$ cat src/rtl/pc_sequencer.sv
// pc_sequencer: next-PC sequencer driving the write side of program_counter.
// It issues one fetch handshake per PC value, then writes the next PC. The next
// PC is either the current PC plus INC or the branch target. Stall and halt
// requests are honoured between fetches.
//
// Ports:
//   CLK, RST_N    clock (rising edge), asynchronous active-low reset
//   pc_cur        current PC read back from program_counter
//   pc_next, W_PC value and one-cycle write strobe for program_counter (registered)
//   fetch_req     fetch request for pc_cur (registered); fetch_ack completes it
//   stall, halt   hold the PC update / stop permanently until reset
//   br_taken      select br_target as the next PC
//   br_target     branch target address
//   halted        high once halted (registered)
//   fetch_cnt     saturating count of accepted acks (only with PC_SEQ_PERF_CNT_EN)
//
// Optional feature macro: PC_SEQ_PERF_CNT_EN
module pc_sequencer #(
    parameter int unsigned      WIDTH        = 32,
    parameter int unsigned      INC          = 1,
    parameter logic [WIDTH-1:0] RESET_VECTOR = '0
) (
    input  logic             CLK,
    input  logic             RST_N,
    input  logic [WIDTH-1:0] pc_cur,
    output logic [WIDTH-1:0] pc_next,
    output logic             W_PC,
    output logic             fetch_req,
    input  logic             fetch_ack,
    input  logic             stall,
    input  logic             br_taken,
    input  logic [WIDTH-1:0] br_target,
    input  logic             halt,
    output logic             halted
`ifdef PC_SEQ_PERF_CNT_EN
   ,output logic [15:0]      fetch_cnt
`endif
);

    typedef enum logic [2:0] {
        ST_LOAD,
        ST_FETCH,
        ST_UPDATE,
        ST_WAIT,
        ST_HALTED
    } state_t;

    state_t           state_q, state_d;
    logic [WIDTH-1:0] pc_next_d;
    logic             w_pc_d, fetch_req_d, halted_d;

    // Next-state and next-output logic. In LOAD and UPDATE the registered W_PC
    // marks the cycle in which the write is being presented.
    always_comb begin
        state_d     = state_q;
        pc_next_d   = pc_next;
        w_pc_d      = 1'b0;
        fetch_req_d = fetch_req;
        halted_d    = halted;
        case (state_q)
            ST_LOAD: begin
                if (!W_PC) begin
                    w_pc_d    = 1'b1;
                    pc_next_d = RESET_VECTOR;
                end else begin
                    state_d     = ST_FETCH;
                    fetch_req_d = 1'b1;
                end
            end
            ST_FETCH: begin
                fetch_req_d = 1'b1;
                if (fetch_ack) begin
                    state_d     = ST_UPDATE;
                    fetch_req_d = 1'b0;
                end
            end
            ST_UPDATE: begin
                if (W_PC) begin
                    state_d = ST_WAIT;
                end else if (halt) begin
                    state_d  = ST_HALTED;
                    halted_d = 1'b1;
                end else if (!stall) begin
                    pc_next_d = br_taken ? br_target : pc_cur + WIDTH'(INC);
                    w_pc_d    = 1'b1;
                end
            end
            ST_WAIT: begin
                state_d     = ST_FETCH;
                fetch_req_d = 1'b1;
            end
            ST_HALTED: begin
                halted_d    = 1'b1;
                fetch_req_d = 1'b0;
            end
            default: begin
                state_d = ST_LOAD;
            end
        endcase
    end

    // State and output registers.
    always_ff @(posedge CLK or negedge RST_N) begin
        if (!RST_N) begin
            state_q   <= ST_LOAD;
            pc_next   <= RESET_VECTOR;
            W_PC      <= 1'b0;
            fetch_req <= 1'b0;
            halted    <= 1'b0;
        end else begin
            state_q   <= state_d;
            pc_next   <= pc_next_d;
            W_PC      <= w_pc_d;
            fetch_req <= fetch_req_d;
            halted    <= halted_d;
        end
    end

`ifdef PC_SEQ_PERF_CNT_EN
    logic [15:0] fetch_cnt_d;

    // Saturating count of acks accepted in FETCH.
    always_comb begin
        fetch_cnt_d = fetch_cnt;
        if (state_q == ST_FETCH && fetch_ack && fetch_cnt != 16'hFFFF) begin
            fetch_cnt_d = fetch_cnt + 16'd1;
        end
    end

    always_ff @(posedge CLK or negedge RST_N) begin
        if (!RST_N) begin
            fetch_cnt <= 16'd0;
        end else begin
            fetch_cnt <= fetch_cnt_d;
        end
    end
`endif

endmodule

$ cat config.mk
export PLATFORM = sky130hd
export DESIGN_NAME = pc_sequencer
export DESIGN_NICKNAME = d
export VERILOG_FILES = /design/src/rtl/pc_sequencer.sv
export SDC_FILE = /design/constraint.sdc
export NUM_CORES = 1
export LEC_CHECK = 0
export CAP_MARGIN = 0
export CORE_ASPECT_RATIO = 2
export CORE_MARGIN = 2
export CORE_UTILIZATION = 50
export DETAILED_ROUTE_END_ITERATION = 6
export DONT_BUFFER_PORTS = 1
export PLACE_DENSITY = 0.75
export SYNTH_ARGS = -nofsm -noshare
export SYNTH_HDL_FRONTEND = slang
export SYNTH_SLANG_ARGS = --single-unit
$ cat constraint.sdc
create_clock -name CLK -period 1.9 [get_ports CLK]
set_input_delay 0 -clock CLK [delete_from_list [all_inputs] [get_ports CLK]]
set_output_delay 0 -clock CLK [all_outputs]
set_load 0.01 [all_outputs]
==> results of run 1 <==
==> cell usage after synthesis (2+ instances only) <==
| cell | number | area, um^2 |
|---|---|---|
| nand3_1 | 16 | 80.1 |
| or3_2 | 2 | 15.0 |
| o21ai_0 | 36 | 180 |
| nand4_1 | 10 | 62.6 |
| or3_1 | 2 | 12.5 |
| nor3_1 | 9 | 45.0 |
| nor4_1 | 3 | 18.8 |
| a22o_1 | 2 | 17.5 |
| a22oi_1 | 18 | 135 |
| and3_1 | 6 | 37.5 |
| inv_1 | 8 | 30.0 |
| xor2_1 | 16 | 140 |
| xnor2_1 | 10 | 87.6 |
| o21ai_1 | 2 | 10.0 |
| nor2_1 | 20 | 75.1 |
| a21oi_1 | 10 | 50.1 |
| clkbuf_1 | 9 | 33.8 |
| a32oi_1 | 2 | 17.5 |
| dfrtp_1 | 38 | 951 |
| nand2_1 | 21 | 78.8 |
==> power groups by stage <==
| stage | clock network (W) | registers [W] | logic [W] |
|---|---|---|---|
| after floorplan | 0 | 0.00122 | 0.000430 |
| after global routing | 0.000881 | 0.00128 | 0.000866 |
| final | 0.000836 | 0.00126 | 0.000774 |
| after CTS | 0.000845 | 0.00124 | 0.000750 |
| after detailed placement | 0 | 0.00126 | 0.000611 |
| after global placement | 0 | 0.00125 | 0.000590 |
==> cell families (layout without fill, tap and decap cells) <==
kind of cell             Yosys count  count (layout)  share of synthesized area (%)
AND/OR/NAND/NOR                   96              96                           22.0
AO/OA/AOI/OAI                     75              75                           20.5
flip-flops                        38              38                           43.1
XOR/XNOR                          26              26                           10.3
buffers and inverters             18              89                           3.12
adder cells (fa/ha/maj)            1               1                          0.566
multiplexers                       1               1                          0.453
==> timing repair <==
item	in CTS	in global routing
gates resized for setup	0	2
hold buffers	62	0
setup buffers	0	0
setup endpoints to repair	0	19
endpoints found under the hold margin	74	0
==> registers in the layout, summed over array words and instances, names as in the netlist <==
register and cells:
pc_next 32, state_q 3, W_PC 1, fetch_req 1, halted 1
==> path summary, 6_finish.rpt <==
check / start / end / slack, ns
max: state_q[0] / pc_next[9] / 0.05
min: pc_cur[30] / pc_next[30] / 0.005
max reg2reg: state_q[0] / pc_next[9] / 0.05
min reg2reg: pc_next[5] / pc_next[5] / 0.56
max in group asynchronous: RST_N / pc_next[31] / 1.56
min in group asynchronous: RST_N / halted / 0.15
==> area by class of cell <==
cell class	instances	share of cell area (%)
Clock buffer	5	2.22
Clock inverter	3	2.22
Inverter	8	0.969
Multi-Input combinational cell	199	38.6
Sequential cell	38	30.7
Tap cell	54	2.18
Timing Repair Buffer	73	23.1
==> per-stage QoR <==
| step | instance area [um^2] | total power [W] | utilization, % | TNS [ns] | instances |
|---|---|---|---|---|---|
| 6_report | 3100 | 0.00287 | 72.1 | 0 | 380 |
| 5_1_grt | 3100 | 0.00303 | 72.1 | -0.0344 | 380 |
| 4_1_cts | 3090 | 0.00284 | 72.0 | 0 | 380 |
| 3_5_place_dp | 2320 | 0.00187 | 54.1 | 0 | 310 |
| 3_3_place_gp | 2320 | 0.00184 | 54.1 | 0 | 310 |
| 2_1_floorplan | 2210 | 0.00165 | - | 0 | 255 |
==> metal layers <==
layer | wire length, um | part of all wire (%) | vias to the layer above | track usage [%]
li1 | - | - | 1076 | -
met5 | 0 | 0 | - | 0
met2 | 4240 | 58 | 127 | 58.5
met4 | 339 | 4.6 | 0 | 17.5
met1 | 2340 | 32 | 1117 | 30.8
met3 | 433 | 5.9 | 31 | 6.12
==> worst max-delay path, stage by stage, from the launching register on <==
cell and delay, ns:
dfrtp_1 0.47, nor3_2 0.33, and3_1 0.24, nand2_1 0.33
o21ai_0 0.37
==> metrics.md, run 1 <==
| Metric | Value |
|---|---|
| # diodes | `0` |
| Worst IR drop on VDD | `0.775 mV` |
| Combinational power share | `27.0%` |
| Commonest cells after routing, fill and taps aside | `dlygate4sd3_1 (60), dfrtp_1 (38), o21ai_0 (36), nand2_1 (21), nor2_1 (20)` |
| Max-slew headroom | `50.1%` |
| Total CTS buffers | `5` |
| GRT Overall Usage | `31.6%` |
| Leakage power | `1.26 nW` |
| Die footprint | `5000 um^2` |
| Sequential share of the synthesized area | `43.1%` |
| Die height | `98.0 um` |
| Vias in the first global route | `2612` |
| I/O Buffers | `0` |
| Internal cell power | `0.00186 W` |
| Commonest non-fill, non-tap cell in the layout | `dlygate4sd3_1` |
| Pre-CTS setup slack | `0.157 ns` |
| WP data required | `2.09 ns` |
| 1st-iter DRT viols | `74` |
| Max-slew violations | `0` |
| WL per Instance | `19.3 um` |
| Reg2Reg Depth | `4` |
| GPL Wtd Cong | `0.787` |
| Net count after synthesis | `326` |
| Cell row count | `34` |
| I/O pin count | `105` |
| Initial core utilization | `51.4%` |
| Initial antenna violation count | `0` |
| TritonRoute pass-1 iters | `4` |
| Clk sinks | `38` |
| Mapped Cells | `255` |
| Drt drc | `0` |
| Routed WL | `7350 um` |
| Clk slew on worst S/H paths | `0.08 ns` |
| Worst Hold Class | `input port to flop` |
| Skew final | `0.00538 ns` |
| Actual slew at the worst max-slew pin | `0.749 ns` |
| Mean Syn Cell Area | `8.66 um^2` |
| First-pass GRT wire length | `12000 um` |
| Multi-input gate area | `1200 um^2` |
| Nets | `396` |
| Post-synth EDFFs | `0` |
| Fill cells | `312` |
| Crit path kind | `flop to flop` |
| Seq. cell area | `951 um^2` |
| Net Sw Power | `0.00101 W` |
| Pwr Density | `926 nW/um^2` |
| Die Wd | `51.0 um` |
| Final setup fails | `0` |
| CTS max path bufs | `2` |
| Clock tree root buffer cell | `clkbuf_8` |
| Max Fanout on Critical Path | `18` |
| Crit path arrival time | `2.04 ns` |
| Clock Latency Late Sink | `0.30 ns` |
| Clock share of power | `29.1%` |
| Synthesis-to-layout area growth | `40.3%` |
| Vias/cell | `6.19` |
| # H-tree levels | `2` |
| Largest net degree at the start of global routing | `39` |
| Min cycle time layout | `1.85 ns` |
| Via count | `2351` |
| Core area | `4300 um^2` |
| Dpl hpwl | `4810 um` |
| Final Hold Viols | `0` |
| Max cap viols | `0` |
| Yosys cell types | `35` |
| Switching share of total power | `35.2%` |
| Hold_ws | `0.00507 ns` |
| Grt ovf | `0` |
| Synthesized flop and latch total | `38` |
| Post-route ant nets | `0` |
| WHS Path Cells | `3` |
| Synth Flop Type | `dfrtp_1` |
| Synthesis warning total | `0` |
| Final worst setup slack | `0.0526 ns` |
| CP endpoint kind | `flop` |
| CTS tree | `yes` |
| Status | `completed` |
| Layout cell share with drive strength beyond 1 | `8.90%` |
| Startpoint Class | `flop` |
| Final worst-path cycle share | `97.2%` |
| Fmax | `541 MHz` |
| Mapped cell area | `2210 um^2` |
| Post-synth ARST share | `100%` |
| Seq pwr share | `43.9%` |
Note: power is estimated with default switching activity, not from simulation.
==> inputs of run 2 (changes only) <==
- CELL_PAD_IN_SITES_DETAIL_PLACEMENT: default -> 1
- CELL_PAD_IN_SITES_GLOBAL_PLACEMENT: default -> 1
- CORE_UTILIZATION: 50 -> 40
- PLACE_DENSITY: 0.75 -> 0.82
- clock period: 1.9 -> 1.5 ns (I/O delays scaled with it)
==> run 2 against run 1 <==
Effect of this change: the run now ends with hold timing left; sequential power rose by 26%; total power up 31%; worst hold slack got worse by 0.013 ns; clock skew is essentially flat; final area grew 5.5%; die area up 23%; critical path depth increased by 3; utilization down 11 points; fmax increased by 25%; sequential cell count unchanged; clock-buffer cell count rose by 2; via count rose by 3.8%; critical path type unchanged; largest power group unchanged; highest routed layer unchanged.
==> metrics.md, run 2 (synthesis results as in run 1) <==
| Metric | Value |
|---|---|
| Status | `finished with violations` |
| Violated checks | `hold timing` |
| Clock tree root buffer cell | `clkbuf_8` |
| GRT Overall Usage | `29.1% (-2.5 points)` |
| Final Hold Viols | `1 (+1)` |
| Flip-flop count of the largest register after layout | `32 (unchanged)` |
| Pwr Density | `1150 nW/um^2 (+24%)` |
| # diodes | `0 (unchanged)` |
| Dpl hpwl | `5460 um (+13%)` |
| Worst path bufs/invs | `2 (+2)` |
| Final setup fails | `0 (unchanged)` |
| First-pass GRT wire length | `13700 um (+14%)` |
| Routed met3 length | `431 um (-0.46%)` |
| CP Cell Sequence | `nor3_4 > buf_6 > nand3_4 > nor2_4 > buf_12 > a22oi_1 > o21ai_1` |
| Met1 wire length | `2810 um (+20%)` |
| Die footprint | `6170 um^2 (+23%)` |
| Worst path max stage delay | `0.42 ns (-0.05 ns)` |
| Pre-CTS setup slack | `-0.104 ns (-0.261 ns)` |
| Vias/cell | `6.12 (-1.2%)` |
| Worst Hold Class | `input port to flop` |
| Post-route ant nets | `0 (unchanged)` |
| CP endpoint kind | `flop` |
| Fmax | `675 MHz (+25%)` |
| Biggest regs | `pc_next: 32 flops, state_q: 3 flops` |
| CTS max path bufs | `2 (unchanged)` |
| Min cycle time layout | `1.48 ns (-0.367 ns)` |
| Leakage power | `1.31 nW (+4.4%)` |
| Final worst setup slack | `0.0195 ns (-0.0331 ns)` |
| Core area | `5370 um^2 (+25%)` |
| Fill cells | `603 (+93%)` |
| Clk slew on worst S/H paths | `0.08 ns (about the same)` |
| Max-slew violations | `0 (unchanged)` |
| Via count | `2440 (+3.8%)` |
| Crit path kind | `flop to flop` |
| Total CTS buffers | `5 (unchanged)` |
| Cell row count | `38 (+12%)` |
| Startpoint Class | `flop` |
| Endpoint of the worst hold path | `pc_next[16]` |
| Routed WL | `8720 um (+19%)` |
| Layout cell share with drive strength beyond 1 | `13.6% (+4.7 points)` |
| Largest net degree at the start of global routing | `39 (unchanged)` |
| GPL Wtd Cong | `0.910 (+16%)` |
| Vias in the first global route | `2776 (+6.3%)` |
| Max Fanout on Critical Path | `18 (unchanged)` |
| Worst IR drop on VDD | `0.858 mV (+11%)` |
| Crit-path slowest cell | `dfrtp_1` |
| Highest Signal Layer | `met4` |
| Metal2 WL | `5210 um (+23%)` |
| Commonest non-fill, non-tap cell in the layout | `dlygate4sd3_1` |
| 1st-iter DRT viols | `87 (+18%)` |
| CP top delay family | `simple AND/OR/NAND/NOR gates` |
| Initial core utilization | `41.1% (-10 points)` |
| I/O Buffers | `0 (unchanged)` |
| Crit path arrival time | `1.70 ns (-0.34 ns)` |
| Max-slew headroom | `48.9% (-1.2 points)` |
| Initial antenna violation count | `0 (unchanged)` |
| # H-tree levels | `2 (unchanged)` |
| RSZ-0062 raised after global routing | `yes` |
| Commonest cells after routing, fill and taps aside | `dlygate4sd3_1 (60), dfrtp_1 (38), nand2_1 (21), o21ai_1 (20), buf_4 (20)` |
| Drt drc | `0 (unchanged)` |
| Synthesis-to-layout area growth | `48.0%` |
| WL per Instance | `21.9 um (+13%)` |
| RR Endpoint | `pc_next[13]` |
| WP data required | `1.72 ns (-0.37 ns)` |
| Die Wd | `56.5 um (+11%)` |
| Clk sinks | `38 (unchanged)` |
| Die height | `109 um (+11%)` |
| Reg2Reg Depth | `7 (+3)` |
| Fin cells | `399 (+5.0%)` |
| Hold path start | `pc_cur[15]` |
| WHS Path Cells | `3 (unchanged)` |
| Max cap viols | `0 (unchanged)` |
| Largest Register | `pc_next` |
| R2R setup slack | `0.02 ns (-0.03 ns)` |
| Clock Latency Late Sink | `0.30 ns (about the same)` |
| Actual slew at the worst max-slew pin | `0.764 ns (+0.0151 ns)` |
| Grt ovf | `0 (unchanged)` |
| I/O pin count | `105 (unchanged)` |
| CTS tree | `yes` |
| Skew final | `0.00498 ns (-0.000394 ns)` |
| Hold_ws | `-0.00744 ns (-0.0125 ns)` |
| Aggregate negative setup slack | `0 ns (unchanged)` |
| Final worst-path cycle share | `98.7% (+1.5 points)` |
| TritonRoute pass-1 iters | `5 (+1)` |
| Nets | `409 (+3.3%)` |
| FF-to-FF Start | `W_PC` |
| Placed Instances | `329 (+6.1%)` |
run 2: changes by cell type in the layout (fill, tap and decap cells not counted), sizes merged:
| cell | delta |
|---|---|
| dlymetal6s4s | -1 |
| clkinv | -1 |
| buf | +14 |
| bufinv | -1 |
| clkbuf | +2 |
run 2: per-layer routing:
metal,up-vias,global-route usage [%]
li1,1096,-
met1,1223,27.2
met2,99,58.1
met3,22,6.05
met4,0,12.8
met5,-,0
run 2: how the worst max path moves through the flow:
stage	start	to	slack, ns	cells past startpoint
2_1_floorplan	pc_cur[16]	pc_next[29]	-0.05	6
3_3_place_gp	pc_cur[16]	pc_next[29]	-0.09	5
3_5_place_dp	pc_cur[16]	pc_next[29]	-0.10	5
4_1_cts	state_q[0]	pc_next[17]	0.02	5
5_1_grt	W_PC	pc_next[17]	-0.09	7
6_report	W_PC	pc_next[13]	0.02	7
run 2: report_power, final:
group / internal [W] / switching [W] / total (W) / leakage (nW)
Combinational: 0.000599 / 0.000679 / 0.00128 / 0.747
Sequential: 0.00127 / 0.000319 / 0.00159 / 0.513
Clock: 0.000498 / 0.000380 / 0.000878 / 0.0524
run 2: worst register-to-register path, stage by stage (launching register included):
cell and delay (ns):
dfrtp_1 0.42, nor3_4 0.25, buf_6 0.14, nand3_4 0.11, nor2_4 0.13, buf_12 0.16, a22oi_1 0.09, o21ai_1 0.11
run 2: stage by stage:
stage / hold WS, ns / area [um^2] / util [%] / total power, W
finish: -0.00744 / 3270 / 60.9 / 0.00375
global route: 0.0199 / 3270 / 60.9 / 0.00394
CTS: 0.00324 / 3230 / 60.2 / 0.00365
detailed placement: -0.295 / 2500 / 46.5 / 0.00258
global placement: -0.295 / 2500 / 46.5 / 0.00254
floorplan: -0.296 / 2240 / - / 0.00211
run 2: final cells by class:
class	instances	area (um^2)	area share [%]
clock buffer	7	76.3	2.33
multi-input combinational	199	1240	38.1
inverter	8	30.0	0.918
sequential	38	951	29.1
timing repair buffer	86	862	26.4
tap	60	75.1	2.30
clock inverter	1	30.0	0.918
run 2: repair_timing:
item                                    in CTS  in global routing
hold endpoints to repair                    74                  0
gates resized for setup                      1                 24
buffers inserted                             0                  1
hold buffers                                61                  0
cloned                                       0                  0
endpoints found under the setup margin       2                 24
pin swaps                                    0                  1
==> inputs of run 3 (changes only) <==
- CORE_UTILIZATION: 40 -> 48
- PLACE_DENSITY: 0.82 -> 0.91
- SLEW_MARGIN: default -> 15
- clock period: 1.5 -> 1.9 ns (I/O delays scaled with it)
==> run 3 against run 2 <==
Effect of this change: the flow still finishes with violations (hold timing); register-to-register slack improved by 0.13 ns; fmax decreased by 16%; die area decreased by 16%; critical path type unchanged; critical endpoint is now pc_next[9]; largest cell class unchanged; largest power group unchanged; highest routed layer unchanged.
==> metrics.md, run 3 (synthesis results as in run 1) <==
| Metric | Value |
|---|---|
| I/O pin count | `105 (unchanged)` |
| Crit path arrival time | `1.94 ns (+0.24 ns)` |
| FF-to-FF Start | `state_q[0]` |
| CP endpoint kind | `flop` |
| Max-slew headroom | `50.1% (+1.3 points)` |
| First-pass GRT wire length | `13800 um (+1.0%)` |
| Core area | `4510 um^2 (-16%)` |
| Clock Latency Late Sink | `0.29 ns (about the same)` |
| Most Used Layer, Global Route | `met2` |
| Actual slew at the worst max-slew pin | `0.745 ns (-0.0187 ns)` |
| Worst IR drop on VDD | `0.684 mV (-20%)` |
| CTS tree | `yes` |
| Pwr Density | `883 nW/um^2 (-23%)` |
| Drt drc | `0 (unchanged)` |
| Dpl hpwl | `4880 um (-11%)` |
| Clock tree root buffer cell | `clkbuf_8` |
| Grt ovf | `0 (unchanged)` |
| Final Hold Viols | `1 (unchanged)` |
| CTS max path bufs | `2 (unchanged)` |
| Commonest non-fill, non-tap cell in the layout | `dlygate4sd3_1` |
| # diodes | `0 (unchanged)` |
| Largest net degree at the start of global routing | `39 (unchanged)` |
| Fmax | `571 MHz (-16%)` |
| Hold path start | `pc_cur[5]` |
| Largest Register | `pc_next` |
| Min cycle time layout | `1.75 ns (+0.272 ns)` |
| Final setup fails | `0 (unchanged)` |
| Violated checks | `hold timing` |
| Flip-flop count of the largest register after layout | `32 (unchanged)` |
| WP data required | `2.09 ns (+0.37 ns)` |
| Initial core utilization | `49.0% (+7.9 points)` |
| GRT met2 Usage | `63.5% (+5.4 points)` |
| Commonest cells after routing, fill and taps aside | `dlygate4sd3_1 (59), dfrtp_1 (38), o21ai_0 (36), nor2_1 (20), nand2_1 (20)` |
| Max cap viols | `0 (unchanged)` |
| Status | `finished with violations` |
| Clk sinks | `38 (unchanged)` |
| Clk slew on worst S/H paths | `0.08 ns (about the same)` |
| Met1 GRT Util | `40.4% (+13 points)` |
| Overall power | `0.00267 W (-29%)` |
| Leakage power | `1.21 nW (-7.5%)` |
| Layout cell share with drive strength beyond 1 | `8.39% (-5.2 points)` |
| Max-slew violations | `0 (unchanged)` |
| Vias/cell | `6.46 (+5.7%)` |
| Final worst-path cycle share | `92.2% (-6.5 points)` |
| Biggest regs | `pc_next: 32 flops, state_q: 3 flops` |
| Crit. Startpoint | `state_q[0]` |
| Total CTS buffers | `5 (unchanged)` |
| Synthesis-to-layout area growth | `37.0%` |
| Via count | `2437 (-0.12%)` |
| Crit path kind | `flop to flop` |
| Startpoint Class | `flop` |
| # H-tree levels | `2 (unchanged)` |
| Aggregate negative setup slack | `0 ns (unchanged)` |
| Fill cells | `508 (-16%)` |
| Post-route ant nets | `0 (unchanged)` |
| Vias in the first global route | `2675 (-3.6%)` |
| GPL Wtd Cong | `0.902 (-0.91%)` |
| Skew final | `0.00264 ns (-0.00234 ns)` |
| Initial antenna violation count | `0 (unchanged)` |
| Routed WL | `8890 um (+2.0%)` |
| WL per Instance | `23.6 um (+7.9%)` |
| Nets | `392 (-4.2%)` |
| Max Fanout on Critical Path | `18 (unchanged)` |
| TritonRoute pass-1 iters | `5 (unchanged)` |
| GRT Overall Usage | `36.2% (+7.1 points)` |
| Die Wd | `52.0 um (-8.1%)` |
| Die height | `99.9 um (-8.4%)` |
| Crit-path slowest cell | `dfrtp_1` |
| 1st-iter DRT viols | `73 (-16%)` |
| RSZ-0062 raised after global routing | `no` |
| I/O Buffers | `0 (unchanged)` |
| CP Cell Sequence | `nor3_4 > nand3_1 > nor2_1 > buf_4 > a22oi_1 > o21ai_0` |
| Worst path max stage delay | `0.49 ns (+0.07 ns)` |
| Hold_ws | `-0.00482 ns (+0.00262 ns)` |
| Die footprint | `5190 um^2 (-16%)` |
| Cell row count | `35 (-7.9%)` |
| Worst Hold Class | `input port to flop` |
| GR met3 Demand/Resource | `7.44% (+1.4 points)` |
## run 3: worst max-delay path, delay by kind of cell (launching register included)
family                 cells  cell delay (ns)
buffers and inverters      1             0.25
flip-flops                 1             0.49
AND/OR/NAND/NOR            3             0.64
AO/OA/AOI/OAI              2             0.27
## run 3: path summary, 6_finish.rpt
| kind | to | slack, ns | cells after the start |
|---|---|---|---|
| worst max-delay path | pc_next[9] | 0.15 | 6 |
| worst min-delay path | pc_next[5] | -0.005 | 3 |
| worst max register to register | pc_next[9] | 0.15 | 6 |
| worst min register to register | pc_next[3] | 0.56 | 2 |
| max in group asynchronous | pc_next[21] | 1.52 | 2 |
| min in group asynchronous | state_q[2] | 0.18 | 2 |
## run 3: area by class of cell
type | instances | area [um^2] | share of cell area [%]
Tap cell | 55 | 68.8 | 2.27
Timing Repair Buffer | 69 | 678 | 22.4
Multi-Input combinational cell | 199 | 1210 | 39.9
Inverter | 8 | 30.0 | 0.993
Clock inverter | 1 | 5.00 | 0.165
Sequential cell | 38 | 951 | 31.4
Clock buffer | 7 | 86.3 | 2.85
## run 3: timing repair
| action | 4_1_cts | 5_1_grt |
|---|---|---|
| setup buffers | 0 | 0 |
| resized for setup | 0 | 3 |
| endpoints found under the setup margin | 0 | 20 |
| endpoints found under the hold margin | 74 | 0 |
| hold buffers | 60 | 0 |
## run 3: per-layer routing
metal,vias to the layer above,share of wire (%)
met3,32,7.4
met2,151,54
met1,1188,35
met4,0,3.7
li1,1066,-
met5,-,0
## run 3: report_power, final
group / leakage (nW) / switching [W] / internal (W) / total, W
combinational: 0.652 / 0.000489 / 0.000316 / 0.000805
sequential: 0.513 / 0.000275 / 0.00100 / 0.00128
clock: 0.0482 / 0.000297 / 0.000293 / 0.000590
## run 3: stage by stage
stage | utilization [%] | cells | setup slack [ns] | hold WS, ns | instance area (um^2)
global placement | 51.2 | 309 | 0.190 | -0.295 | 2310
detailed placement | 51.2 | 309 | 0.0860 | -0.295 | 2310
floorplan | - | 255 | 0.108 | -0.296 | 2210
global route | 67.1 | 377 | 0.0220 | 0.0163 | 3030
CTS | 66.8 | 377 | 0.0702 | 0.00131 | 3010
finish | 67.1 | 377 | 0.147 | -0.00482 | 3030
